==> src/rtl/filter_buffer_p.sv <==
// Coefficient buffer: packs memory words into a load bank, snapshots it into a shadow, streams one element per rd_en.
// Latency: full rises on the edge accepting the last word; rd_data/rd_valid/last are registered one edge after rd_en.
// Backpressure: wr_en is ignored while full=1; the drain pauses whenever rd_en is low. Optional macro: FILTER_BUF_REPLAY_EN.
module filter_buffer_p #(
  parameter int ELEM_W         = 8,
  parameter int ELEMS_PER_WORD = 4,
  parameter int DEPTH          = 16
) (
  input  logic                             clk,
  input  logic                             rst_n,
  input  logic                             clr,
  input  logic                             wr_en,
  input  logic [ELEM_W*ELEMS_PER_WORD-1:0] wr_data,
  output logic                             full,
  input  logic                             rd_en,
  output logic [ELEM_W-1:0]                rd_data,
  output logic                             rd_valid,
  output logic                             last,
  output logic                             busy
);

  localparam int WORD_W = ELEM_W * ELEMS_PER_WORD;
  localparam int WORDS  = DEPTH / ELEMS_PER_WORD;
  localparam int BANK_W = ELEM_W * DEPTH;
  localparam int WCNT_W = $clog2(WORDS + 1);
  localparam int RCNT_W = (DEPTH > 1) ? $clog2(DEPTH) : 1;

  typedef enum logic {IDLE, DRAIN} state_t;

  state_t                       state_q, state_d;
  logic [BANK_W-1:0]            bank_q, bank_d;
  logic [DEPTH-1:0][ELEM_W-1:0] shadow_q, shadow_d;
  logic [WCNT_W-1:0]            wcnt_q, wcnt_d;
  logic [RCNT_W-1:0]            rcnt_q, rcnt_d;
  logic [ELEM_W-1:0]            rd_data_q, rd_data_d;
  logic                         rd_valid_q, rd_valid_d;
  logic                         last_q, last_d;

  logic                         full_int;
  logic                         snap;
  logic                         replay;
  logic [RCNT_W-1:0]            elem_idx;

`ifdef FILTER_BUF_REPLAY_EN
  logic replay_q, replay_d;
`endif

  // Element 0 sits in the top slot of the shadow, so stream index maps downwards.
  assign elem_idx = RCNT_W'(DEPTH - 1) - rcnt_q;
  assign full_int = (wcnt_q == WCNT_W'(WORDS));
  assign snap     = (state_q == IDLE) && rd_en && full_int;

`ifdef FILTER_BUF_REPLAY_EN
  // Replay only when no fresh set is waiting; a full bank always wins.
  assign replay = (state_q == IDLE) && rd_en && !full_int && replay_q;
`else
  assign replay = 1'b0;
`endif

  // Next-state for load bank, shadow, counters and the read FSM.
  always_comb begin
    state_d    = state_q;
    bank_d     = bank_q;
    shadow_d   = shadow_q;
    wcnt_d     = wcnt_q;
    rcnt_d     = rcnt_q;
    rd_data_d  = rd_data_q;
    rd_valid_d = 1'b0;
    last_d     = 1'b0;
`ifdef FILTER_BUF_REPLAY_EN
    replay_d   = replay_q | snap;
`endif

    // Load side: a write can only land while the bank still has room; this
    // also drops a write coinciding with a snapshot since full=1 that cycle.
    if (wr_en && !full_int) begin
      bank_d = (bank_q << WORD_W) | BANK_W'(wr_data);
      wcnt_d = wcnt_q + WCNT_W'(1);
    end

    if (snap) begin
      shadow_d = bank_q;
      wcnt_d   = '0;
    end

    // Read side: start of a set (snapshot or replay) emits element 0 directly.
    if (snap || replay) begin
      rd_valid_d = 1'b1;
      rd_data_d  = snap ? bank_q[BANK_W-1 -: ELEM_W] : shadow_q[DEPTH-1];
      if (DEPTH == 1) begin
        last_d  = 1'b1;
        rcnt_d  = '0;
        state_d = IDLE;
      end else begin
        rcnt_d  = RCNT_W'(1);
        state_d = DRAIN;
      end
    end else if ((state_q == DRAIN) && rd_en) begin
      rd_valid_d = 1'b1;
      rd_data_d  = shadow_q[elem_idx];
      if (rcnt_q == RCNT_W'(DEPTH - 1)) begin
        last_d  = 1'b1;
        rcnt_d  = '0;
        state_d = IDLE;
      end else begin
        rcnt_d  = rcnt_q + RCNT_W'(1);
      end
    end
  end

  // Read FSM state register; clr behaves like reset.
  always_ff @(posedge clk or negedge rst_n) begin
    if (!rst_n) begin
      state_q <= IDLE;
    end else if (clr) begin
      state_q <= IDLE;
    end else begin
      state_q <= state_d;
    end
  end

  // Load bank, shadow and both counters.
  always_ff @(posedge clk or negedge rst_n) begin
    if (!rst_n) begin
      bank_q   <= '0;
      shadow_q <= '0;
      wcnt_q   <= '0;
      rcnt_q   <= '0;
    end else if (clr) begin
      bank_q   <= '0;
      shadow_q <= '0;
      wcnt_q   <= '0;
      rcnt_q   <= '0;
    end else begin
      bank_q   <= bank_d;
      shadow_q <= shadow_d;
      wcnt_q   <= wcnt_d;
      rcnt_q   <= rcnt_d;
    end
  end

  // Registered read outputs; rd_data holds between accepted reads.
  always_ff @(posedge clk or negedge rst_n) begin
    if (!rst_n) begin
      rd_data_q  <= '0;
      rd_valid_q <= 1'b0;
      last_q     <= 1'b0;
    end else if (clr) begin
      rd_data_q  <= '0;
      rd_valid_q <= 1'b0;
      last_q     <= 1'b0;
    end else begin
      rd_data_q  <= rd_data_d;
      rd_valid_q <= rd_valid_d;
      last_q     <= last_d;
    end
  end

`ifdef FILTER_BUF_REPLAY_EN
  // Replay-valid flag: set by the first snapshot, cleared only by reset/clr.
  always_ff @(posedge clk or negedge rst_n) begin
    if (!rst_n) begin
      replay_q <= 1'b0;
    end else if (clr) begin
      replay_q <= 1'b0;
    end else begin
      replay_q <= replay_d;
    end
  end
`endif

  assign full     = full_int;
  assign busy     = (state_q == DRAIN);
  assign rd_data  = rd_data_q;
  assign rd_valid = rd_valid_q;
  assign last     = last_q;

endmodule

==> config.mk <==
export PLATFORM = sky130hd
export DESIGN_NAME = filter_buffer_p
export DESIGN_NICKNAME = d
export VERILOG_FILES = /design/src/rtl/filter_buffer_p.sv
export SDC_FILE = /design/constraint.sdc
export NUM_CORES = 1
export LEC_CHECK = 0
export CELL_PAD_IN_SITES_DETAIL_PLACEMENT = 0
export CELL_PAD_IN_SITES_GLOBAL_PLACEMENT = 1
export CORE_ASPECT_RATIO = 0.8
export CORE_UTILIZATION = 30
export CTS_CLUSTER_SIZE = 8
export DETAILED_ROUTE_END_ITERATION = 7
export PLACE_DENSITY = 0.56
export SYNTH_ARGS = -nofsm -noshare
export SYNTH_HDL_FRONTEND = slang
export SYNTH_SLANG_ARGS = --single-unit
==> constraint.sdc <==
create_clock -name clk -period 1.9 [get_ports clk]
set_input_delay 0.38 -clock clk [delete_from_list [all_inputs] [get_ports clk]]
set_output_delay 0.38 -clock clk [all_outputs]
set_load 0.05 [all_outputs]
==> flow_metrics.env <==
export IMPL_met2_usage=0.261
export IMPL_overflow=0
export IMPL_gr_usage_met3=0.0363
export IMPL_hold_class="primary input to flop"
export IMPL_cts_tree="yes"
export IMPL_finalHoldViolCount=0
export IMPL_critPathMaxFanout=6
export IMPL_power_mw=13.0
export IMPL_nFillCells=4107
export IMPL_synth_compound_area_share=0.142
export IMPL_power_share_clock=0.486
export IMPL_synthTopCellsByArea="dfrtp_1, nand2_1, a21oi_1"
export IMPL_clockBufferDepth=3
export IMPL_peakVddDrop_uv=493
export IMPL_coreArea_mm2=0.0395
export IMPL_p_sw_frac=0.239
export IMPL_min_from="clr"
export IMPL_port_buffers=48
export IMPL_antenna_cells=0
export IMPL_yosysWarnings=0
export IMPL_postSynth_asyncResetShare=1.00
export IMPL_outcome="completed"
export IMPL_io_pins=49
export IMPL_worst_setup_path_start_kind="flop"
export IMPL_h_tree_depth=2
export IMPL_synth_fa_ha_area_frac=0.00311
export IMPL_synth_top_family_by_area="simple AND/OR/NAND/NOR gates"
export IMPL_ys_seq_area_frac=0.569
export IMPL_fmax_mhz=545
export IMPL_grt_first_pass_wirelength_um=57600
export IMPL_r2r_cells=5
export IMPL_grt_usage=0.182
export IMPL_synth_top_area_frac=0.569
export IMPL_drv_cap=0
export IMPL_utilization=0.371
export IMPL_vias_per_cell=4.88
export IMPL_start_util=0.305
export IMPL_cp_end_kind="primary output"
export IMPL_p_int_mw=9.90
export IMPL_reg2reg_to="rd_data[2]"
export IMPL_root_buffer="clkbuf_16"
export IMPL_cp_cell_sequence="inv_2, ha_4, and2_4, buf_12"
export IMPL_synthFlopType="dfrtp_1"
export IMPL_layout_nets=1404
export IMPL_cts_sinks=274
export IMPL_route_detailed_drc=0
export IMPL_first_iter_violations=689
export IMPL_drive_gt1_frac=0.118
export IMPL_fin_setup_tns_ps=0
export IMPL_relSlewSlack=0.382
export IMPL_critPathMaxStageDelay_ps=400
export IMPL_syn_inst=1312
export IMPL_dieArea_mm2=0.0410
export IMPL_hold_depth=2
export IMPL_place_gp_congestion=0.816
export IMPL_route_vias_total=9281
export IMPL_num_rows=65
export IMPL_syn_area_per_cell_um2=9.19
export IMPL_wl_per_cell_um=18.8
export IMPL_cp_top_family="flip-flops"
export IMPL_cts_inserted_buffers=40
export IMPL_comb_power_share=0.053
export IMPL_antenna_found_initial=0
export IMPL_crit_buf_inv=2
export IMPL_fin_worst_skew_ps=19.2
export IMPL_slew_viol_final=0
export IMPL_chipWidth_um=226
export IMPL_die_y_um=181
export IMPL_holdPathEnd="rd_valid"
export IMPL_power_density_mw_per_mm2=888
export IMPL_synthXorXnorAreaFrac=0.000726
export IMPL_synth_area_mm2=0.0121
export IMPL_clk_pin_slew_worst_paths_ps=50
export IMPL_crit_slowest_cell="dfrtp_1"
export IMPL_p_sw_mw=3.11
export IMPL_clock_latency_ps=540
export IMPL_synth_area_mux_share=0.0576
export IMPL_timing_rr_start="rcnt_q[1]"
export IMPL_synth_ff_latch_count=274
export IMPL_criticalPathCategory="flop to primary output"
export IMPL_rsz0062_at_grt="yes"
export IMPL_synth_fp_nets=1352
export IMPL_grt_max_degree=169
export IMPL_yosys_area_share_simple=0.185
export IMPL_wirelength_um=35700
export IMPL_cp_arrival_ps=1450
export IMPL_period_minus_slack_ps=1830
export IMPL_fin_cells=1903
export IMPL_area_growth_pct=21.5
export IMPL_grt_busiest_layer="met1"
export IMPL_drtAntennaViolNets=0
export IMPL_worstMarginPinSlew_ps=927
export IMPL_synth_edf_count=0
export IMPL_synth_distinct_cells=48
export IMPL_leakage_nw=6.06
export IMPL_critPathRequiredTime_ps=1520
export IMPL_seqPwrFrac=0.461
export IMPL_grt_pass1_vias=9511
export IMPL_synth_top_area_cell="dfrtp_1"
export IMPL_hpwl_um=23300
export IMPL_rrSetupSlack_ps=90
export IMPL_met1_usage=0.274
export IMPL_dr_pass1_iters=5
export IMPL_finalCritPeriodShare=0.966
export IMPL_dp_cells=1855
export IMPL_setup_viol=0
export IMPL_hold_worst_slack_ps=230
==> layout make-up <==
class | instances | area, µm² | share of cell area
clock buffer | 41 | 1000 | 0.0686
clock inverter | 4 | 56.3 | 0.00384
inverter | 3 | 11.3 | 0.000769
multi-input combinational | 931 | 4720 | 0.322
sequential | 274 | 6860 | 0.468
tap | 536 | 671 | 0.0458
timing repair buffer | 114 | 1330 | 0.0905
==> sequential cells by signal (all words and copies together) (netlist names) <==
name and count:
bank_q 128, shadow_q 128, rd_data 8, rcnt_q 4, wcnt_q 3, busy 1
last 1, rd_valid 1
==> power by group through the flow <==
stage          combinational (mW)  sequential [mW]  clock [mW]
6_report                    0.686             6.00        6.32
3_5_place_dp                0.695             6.10           0
4_1_cts                     0.705             6.00        6.53
5_1_grt                     0.770             6.00        6.75
3_3_place_gp                0.693             6.10           0
2_1_floorplan               0.280             6.06           0
==> Yosys cell counts, types with 9 or more instances <==
library cell  number
a22oi_1           10
buf_2             42
clkbuf_1          39
mux2_1             9
a21oi_1          275
dfrtp_1          274
nor2_1            10
buf_1             15
mux2i_1           15
mux4_2            16
nand2_1          517
==> layout by cell type, fill, tap and decap left out, types with 2 or more instances in the layout <==
master / count
nand3_1: 3
nand2_1: 517
inv_6: 2
ha_1: 2
or4b_4: 2
mux2i_1: 15
nor2_1: 10
a22oi_1: 10
nor2b_1: 8
dlygate4sd2_1: 2
clkbuf_16: 40
mux4_2: 16
o211ai_2: 2
inv_2: 3
o22ai_1: 8
nand3b_1: 2
nor3_1: 2
a22o_1: 2
or4b_1: 5
nand2b_1: 2
mux2_2: 6
a211oi_1: 8
a21oi_1: 275
buf_12: 29
clkdlybuf4s50_1: 34
dfrtp_1: 273
buf_4: 45
mux2_1: 9
o21ai_0: 3
o211ai_1: 5
==> through the flow <==
stage,setup WS (ps),area [µm²]
after floorplan,188,12100
after global placement,-128,13500
after detailed placement,-148,13500
after CTS,0.735,14600
after global routing,-13.4,14600
final,65.3,14600
==> timing repair <==
item / CTS / global route
hold buffers: 1 / 0
hold endpoints to repair: 24 / 0
setup endpoints to repair: 4 / 2
setup buffers: 0 / 2
resized for setup: 7 / 2
pin swaps: 0 / 1
==> worst max path at each step <==
stage / startpoint / end / slack [ps] / depth (start not counted)
after floorplan: busy / rd_data[0] / 190 / 5
after global placement: rd_en / rd_data[2] / -130 / 7
after detailed placement: rd_en / shadow_q[125] / -150 / 6
after CTS: wcnt_q[0] / full / 0.7 / 4
after global routing: wcnt_q[0] / full / -10 / 4
final: wcnt_q[0] / full / 70 / 4
==> kinds of logic after synthesis <==
family	after synthesis
compound gates	319
buf+inv	107
xor+xnor	1
mux	47
simple gates	561
fa+ha+maj	3
flops	274
==> layer usage <==
layer,vias to the layer above,part of all wire
met4,0,0.021
met3,61,0.048
met2,161,0.42
met1,4605,0.51
met5,-,0
li1,4454,-
(Power assumes the default switching activity.)
